==> config.mk <==
export PLATFORM = sky130hd
export DESIGN_NAME = dsp_top
export DESIGN_NICKNAME = d
export VERILOG_FILES = /design/src/rtl/dsp_top_pkg.sv /design/src/rtl/dsp_reg_mux.sv /design/src/rtl/dsp_top.sv
export SDC_FILE = /design/constraint.sdc
export NUM_CORES = 2
export LEC_CHECK = 0
export BUFFER_PORTS_ARGS = -buffer_cell sky130_fd_sc_hd__clkbuf_2
export CORE_MARGIN = 3
export CORE_UTILIZATION = 31
export CTS_CLUSTER_DIAMETER = 30
export DETAILED_ROUTE_END_ITERATION = 16
export PLACE_DENSITY_LB_ADDON = 0.2
export SLEW_MARGIN = 0
export SYNTH_ARGS = -nofsm -noshare
export SYNTH_HDL_FRONTEND = slang
export SYNTH_SLANG_ARGS = --single-unit
==> constraint.sdc <==
create_clock -name clk -period 8.9 [get_ports clk]
set_clock_uncertainty 0.2 [all_clocks]
set_input_delay 1.335 -clock clk [delete_from_list [all_inputs] [get_ports clk]]
set_output_delay 1.335 -clock clk [all_outputs]
set_load 0.02 [all_outputs]
==> src/rtl/dsp_top_pkg.sv <==
// Shared constants for dsp_top: datapath widths, opmode bit positions and X/Z mux codes.
package dsp_top_pkg;

    localparam int DATAIN_W  = 18;
    localparam int DATAOUT_W = 48;
    localparam int OP_W      = 8;

    // opmode bit positions
    localparam int OP_X_LO     = 0;
    localparam int OP_X_HI     = 1;
    localparam int OP_Z_LO     = 2;
    localparam int OP_Z_HI     = 3;
    localparam int OP_B1_PRE   = 4;
    localparam int OP_CIN      = 5;
    localparam int OP_PRE_SUB  = 6;
    localparam int OP_POST_SUB = 7;

    typedef enum logic [1:0] {
        X_ZERO = 2'd0,
        X_M    = 2'd1,
        X_P    = 2'd2,
        X_DAB  = 2'd3
    } xsel_e;

    typedef enum logic [1:0] {
        Z_ZERO = 2'd0,
        Z_PCIN = 2'd1,
        Z_P    = 2'd2,
        Z_C    = 2'd3
    } zsel_e;

endpackage

==> src/rtl/dsp_reg_mux.sv <==
// One pipeline stage: synchronous-reset, clock-enabled register with an optional
// combinational bypass selected by the enable parameter.
module dsp_reg_mux #(
    parameter int width  = 18,
    parameter int enable = 1
) (
    input  logic             clk,
    input  logic             rst,
    input  logic             ce,
    input  logic [width-1:0] din,
    output logic [width-1:0] dout
);

    logic [width-1:0] q;

    // Reset wins over clock enable.
    always_ff @(posedge clk) begin
        if (rst) begin
            q <= '0;
        end else if (ce) begin
            q <= din;
        end
    end

    assign dout = (enable != 0) ? q : din;

endmodule

==> src/rtl/dsp_top.sv <==
// DSP slice: pre-adder, multiplier, X/Z muxes and post-adder with optional pipeline stages.
// Define DSP_TOP_BCIN_CASCADE_EN to let B_INPUT pick bcin; otherwise b is always used.
module dsp_top
    import dsp_top_pkg::*;
#(
    parameter int    datainwidth  = DATAIN_W,
    parameter int    dataoutwidth = DATAOUT_W,
    parameter int    opwidth      = OP_W,
    parameter int    DREG         = 1,
    parameter int    CREG         = 1,
    parameter int    A1REG        = 1,
    parameter int    B1REG        = 1,
    parameter int    MREG         = 1,
    parameter int    PREG         = 1,
    parameter int    CARRYINREG   = 1,
    parameter int    CARRYOUTREG  = 1,
    parameter int    OPMODEREG    = 1,
    parameter string CARRYINSEL   = "OPMODE5",
    parameter string B_INPUT      = "DIRECT"
) (
    input  logic                        clk,
    input  logic                        rsta,
    input  logic                        rstb,
    input  logic                        rstm,
    input  logic                        rstp,
    input  logic                        rstc,
    input  logic                        rstd,
    input  logic                        rstcarryin,
    input  logic                        rstopmode,
    input  logic                        cea,
    input  logic                        ceb,
    input  logic                        cem,
    input  logic                        cep,
    input  logic                        cec,
    input  logic                        ced,
    input  logic                        cecarryin,
    input  logic                        ceopmode,
    input  logic [datainwidth-1:0]      d,
    input  logic [datainwidth-1:0]      b,
    input  logic [datainwidth-1:0]      bcin,
    input  logic [datainwidth-1:0]      a,
    input  logic [dataoutwidth-1:0]     c,
    input  logic [dataoutwidth-1:0]     pcin,
    input  logic                        carryin,
    input  logic [opwidth-1:0]          opmode,
    output logic [2*datainwidth-1:0]    m,
    output logic [dataoutwidth-1:0]     p,
    output logic [dataoutwidth-1:0]     pcout,
    output logic [datainwidth-1:0]      bcout,
    output logic                        carryout,
    output logic                        carryoutf
);

    localparam int mwidth = 2 * datainwidth;
    localparam int dhi    = dataoutwidth - mwidth;

    logic [opwidth-1:0]      opmode_q;
    logic [datainwidth-1:0]  d_q;
    logic [datainwidth-1:0]  a1_q;
    logic [datainwidth-1:0]  b0;
    logic [datainwidth-1:0]  pre;
    logic [datainwidth-1:0]  b1_d;
    logic [datainwidth-1:0]  b1_q;
    logic [dataoutwidth-1:0] c_q;
    logic [mwidth-1:0]       mult;
    logic [mwidth-1:0]       m_q;
    logic                    cin_src;
    logic                    cin_q;
    logic [dataoutwidth-1:0] xmux;
    logic [dataoutwidth-1:0] zmux;
    logic [dataoutwidth:0]   post;
    logic [dataoutwidth-1:0] p_q;
    logic                    cyo_q;

`ifdef DSP_TOP_BCIN_CASCADE_EN
    assign b0 = (B_INPUT == "CASCADE") ? bcin : b;
`else
    logic unused_bcin;
    assign b0          = b;
    assign unused_bcin = ^bcin;
`endif

    dsp_reg_mux #(.width(opwidth), .enable(OPMODEREG)) u_opmode (
        .clk(clk), .rst(rstopmode), .ce(ceopmode), .din(opmode), .dout(opmode_q)
    );

    dsp_reg_mux #(.width(datainwidth), .enable(DREG)) u_dreg (
        .clk(clk), .rst(rstd), .ce(ced), .din(d), .dout(d_q)
    );

    dsp_reg_mux #(.width(datainwidth), .enable(A1REG)) u_a1reg (
        .clk(clk), .rst(rsta), .ce(cea), .din(a), .dout(a1_q)
    );

    dsp_reg_mux #(.width(dataoutwidth), .enable(CREG)) u_creg (
        .clk(clk), .rst(rstc), .ce(cec), .din(c), .dout(c_q)
    );

    // Pre-adder wraps at datainwidth bits.
    assign pre  = opmode_q[OP_PRE_SUB] ? (d_q - b0) : (d_q + b0);
    assign b1_d = opmode_q[OP_B1_PRE] ? pre : b0;

    dsp_reg_mux #(.width(datainwidth), .enable(B1REG)) u_b1reg (
        .clk(clk), .rst(rstb), .ce(ceb), .din(b1_d), .dout(b1_q)
    );

    assign mult = mwidth'(a1_q) * mwidth'(b1_q);

    dsp_reg_mux #(.width(mwidth), .enable(MREG)) u_mreg (
        .clk(clk), .rst(rstm), .ce(cem), .din(mult), .dout(m_q)
    );

    assign cin_src = (CARRYINSEL == "OPMODE5") ? opmode_q[OP_CIN] : carryin;

    dsp_reg_mux #(.width(1), .enable(CARRYINREG)) u_cinreg (
        .clk(clk), .rst(rstcarryin), .ce(cecarryin), .din(cin_src), .dout(cin_q)
    );

    always_comb begin
        xmux = '0;
        case (xsel_e'(opmode_q[OP_X_HI:OP_X_LO]))
            X_ZERO:  xmux = '0;
            X_M:     xmux = {{dhi{1'b0}}, m_q};
            X_P:     xmux = p_q;
            X_DAB:   xmux = {d_q[dhi-1:0], a1_q, b1_q};
            default: xmux = '0;
        endcase
    end

    always_comb begin
        zmux = '0;
        case (zsel_e'(opmode_q[OP_Z_HI:OP_Z_LO]))
            Z_ZERO:  zmux = '0;
            Z_PCIN:  zmux = pcin;
            Z_P:     zmux = p_q;
            Z_C:     zmux = c_q;
            default: zmux = '0;
        endcase
    end

    // One extra bit so the top bit carries out of add or borrows out of subtract.
    always_comb begin
        if (opmode_q[OP_POST_SUB]) begin
            post = {1'b0, zmux} - ({1'b0, xmux} + {{dataoutwidth{1'b0}}, cin_q});
        end else begin
            post = {1'b0, zmux} + {1'b0, xmux} + {{dataoutwidth{1'b0}}, cin_q};
        end
    end

    dsp_reg_mux #(.width(dataoutwidth), .enable(PREG)) u_preg (
        .clk(clk), .rst(rstp), .ce(cep), .din(post[dataoutwidth-1:0]), .dout(p_q)
    );

    dsp_reg_mux #(.width(1), .enable(CARRYOUTREG)) u_cyoreg (
        .clk(clk), .rst(rstcarryin), .ce(cecarryin), .din(post[dataoutwidth]), .dout(cyo_q)
    );

    assign m         = m_q;
    assign p         = p_q;
    assign pcout     = p_q;
    assign bcout     = b1_q;
    assign carryout  = cyo_q;
    assign carryoutf = cyo_q;

endmodule

==> impl_metrics.yaml <==
layout:
  drive_gt1_share_pct: 14.9
  regArea_mm2: 0.00393
  multi_input_area_mm2: 0.0209
  area.growth.synth_to_final_pct: 10.9
  fillers: 9298
  final_core_util_pct: 34.9
  nets: 4208
worst_setup_path:
  worstPathArrival_ns: 7.52
  crit_type: "flop to flop"
  crit_path_start_kind: "flop"
  crit_fanout: 20
  critPathCaptureType: "flop"
  slowest_stage: "dfxtp_1"
  crit_chain: "and2_1, fa_1, fa_1, ha_1, fa_1, inv_1, fa_1, fa_1, inv_1, ha_1, a21oi_1, nor2b_1, o31a_1, or3_1, a221oi_2, o31ai_1, buf_4, a311oi_1, xnor2_1, a22o_1"
  required_ns: 9.11
  slowest_delay_ns: 1.04
  cp_common_cell: "fa_1"
synth:
  synth_cell_type_count: 72
  seq_area_frac_synth_pct: 14.3
  synth_area_leaders: "fa_1 (19%), dfxtp_1 (14%), ha_1 (12%)"
  ys_ff_latch: 196
  synthArstFlopShare_pct: 0
  synth-main-ff-cell: "dfxtp_1"
  synth_area_mm2: 0.0275
  synth_enable_flop_cells: 0
  syn_area_per_cell_um2: 8.26
  synth.most_common_cell: "inv_1"
  synthCells: 3331
  yosysTopAreaCellShare_pct: 19.0
  synthTopCellsByCount: "inv_1 (444), nand2_1 (294), nor2_1 (280), ha_1 (267), fa_1 (261)"
  post-synth-top-area-cell: "fa_1"
  syn_nets: 4053
  yosys_warnings: 0
die:
  die_y_um: 304
  core_mm2: 0.0874
  fp-row-count: 108
  pin_count: 346
  start_util_pct: 31.5
  die_w_um: 304
  fp.dieArea_mm2: 0.0924
routing:
  first_iter_violations: 1514
  vias: 23592
  ant_nets: 0
  viasPerCell: 5.07
  first_pass_iters: 5
  wl_per_cell_um: 20.8
  drt-total-wl_um: 96900
  drcViolationCount: 0
sta:
  min_period_ns: 7.31
  rsz0062_at_grt: "false"
  tns_ns: 0
  finalCritPeriodShare_pct: 82.2
  fmax_mhz: 137
  final_max_slew_viol_count: 0
  slew_headroom_pct: 24.9
  worst-slew-pin-transition_ns: 1.13
  finalSetupViolCount: 0
  hold_viol: 0
clock_tree:
  clk_latency_ns: 0.51
  clock-sinks: 196
  cts_tree: "done"
  htreeDepth: 4
  cts_buffers: 17
  cts_buffer_depth: 2
  cts_resized: 0
  cts_hold_buf: 0
  cts_setup_buffers: 0
  clk_pin_slew_ns: 0.09
  root_buffer: "clkbuf_16"
job:
  maxCapViolCount: 0
global_routing:
  grt_pass1_wl_um: 148000
  grt_antenna_before_repair: 10
  grtUsageTotal_pct: 20.9
  grt_max_degree: 65
  overflow: 0
  first_global_vias: 23651
power_and_ir_drop:
  power.leakage_uw: 0.0152
  vdd_drop_max_v: 0.000169
  power_density_mw_per_mm2: 130
placed_design:
  place_congestion: 0.894
  port_buffers: 326
  hpwl_um: 78500
outcome:
  status: "finished, final reports clean"
worst_hold_path:
  hp-class: "flop to flop"
[registers in the layout, indices dropped and copies added, names as in the netlist]
register	cells
u_creg.dout	48
u_preg.dout	48
u_mreg.dout	36
u_a1reg.dout	18
u_b1reg.dout	18
u_dreg.dout	18
u_opmode.dout	8
u_cinreg.dout	1
u_cyoreg.dout	1
[per-layer routing]
| metal | vias to the layer above | share of wire, % | track usage [%] |
|---|---|---|---|
| li1 | 11349 | - | - |
| met1 | 11474 | 47 | 29.1 |
| met2 | 662 | 43 | 32.0 |
| met3 | 103 | 7.0 | 4.85 |
| met4 | 4 | 2.9 | 6.36 |
| met5 | - | 0.029 | 0 |
[path summary, 6_finish.rpt]
kind              cells past startpoint             from  slack, ns              end
hold reg to reg                       2  u_mreg.dout[26]       0.29  u_mreg.dout[26]
setup reg to reg                     20  u_a1reg.dout[5]       1.59  u_mreg.dout[34]
hold / removal                        2  u_mreg.dout[26]       0.29  u_mreg.dout[26]
setup / recovery                     20  u_a1reg.dout[5]       1.59  u_mreg.dout[34]
[placed cells by master, fill, tap and decap left out, types with 80 or more instances in the layout]
| cell type | instances |
|---|---|
| dfxtp_1 | 191 |
| clkbuf_2 | 324 |
| fa_1 | 261 |
| a21oi_1 | 157 |
| xnor2_1 | 95 |
| mux2_2 | 86 |
| o21ai_0 | 80 |
| nor2_1 | 280 |
| inv_1 | 444 |
| mux2i_1 | 144 |
| and2_1 | 139 |
| ha_1 | 267 |
| nand2_1 | 294 |
[layout make-up]
type                            instances  share of cell area [%]
Multi-Input combinational cell       2452                    68.4
Timing Repair Buffer                  374                    6.54
Clock buffer                           18                    1.44
Clock inverter                         14                   0.525
Inverter                              445                    5.47
Antenna cell                            3                  0.0246
Tap cell                             1155                    4.74
Sequential cell                       196                    12.9
[through the flow]
step	instance area [µm²]	instances	hold slack (ns)	power [µW]	worst slack [ns]
finish	30500	4657	0.292	3960	1.59
global route	30500	4654	0.318	4270	1.03
CTS	30500	4654	0.292	3990	1.59
detailed placement	29900	4622	0.277	3120	1.63
global placement	29900	4622	0.268	3120	1.65
floorplan	27500	3331	0.254	2500	2.29
[kinds of logic after synthesis]
group / share of synthesized area [%]
simple gates: 15.6
buf+inv: 9.98
compound gates: 16.0
fa+ha+maj: 31.1
mux: 8.76
flops: 14.3
xor+xnor: 4.33
[critical path: cells and delay by family, from the launching register on]
| family | cells | cell delay [ns] |
|---|---|---|
| DFF | 1 | 1.04 |
| AOI/OAI and AO/OA | 6 | 1.84 |
| adders and majority gates | 7 | 3.00 |
| xor gates and xnor gates | 1 | 0.10 |
| buffers and inverters | 3 | 0.28 |
| and+or+nand+nor | 3 | 0.72 |
[power by group]
part | leakage, µW | internal, µW | switching [µW] | total, µW
clock | 0.000293 | 408 | 447 | 855
sequential | 0.00162 | 954 | 176 | 1130
combinational | 0.0133 | 796 | 1180 | 1980
(Power assumes the default switching activity.)
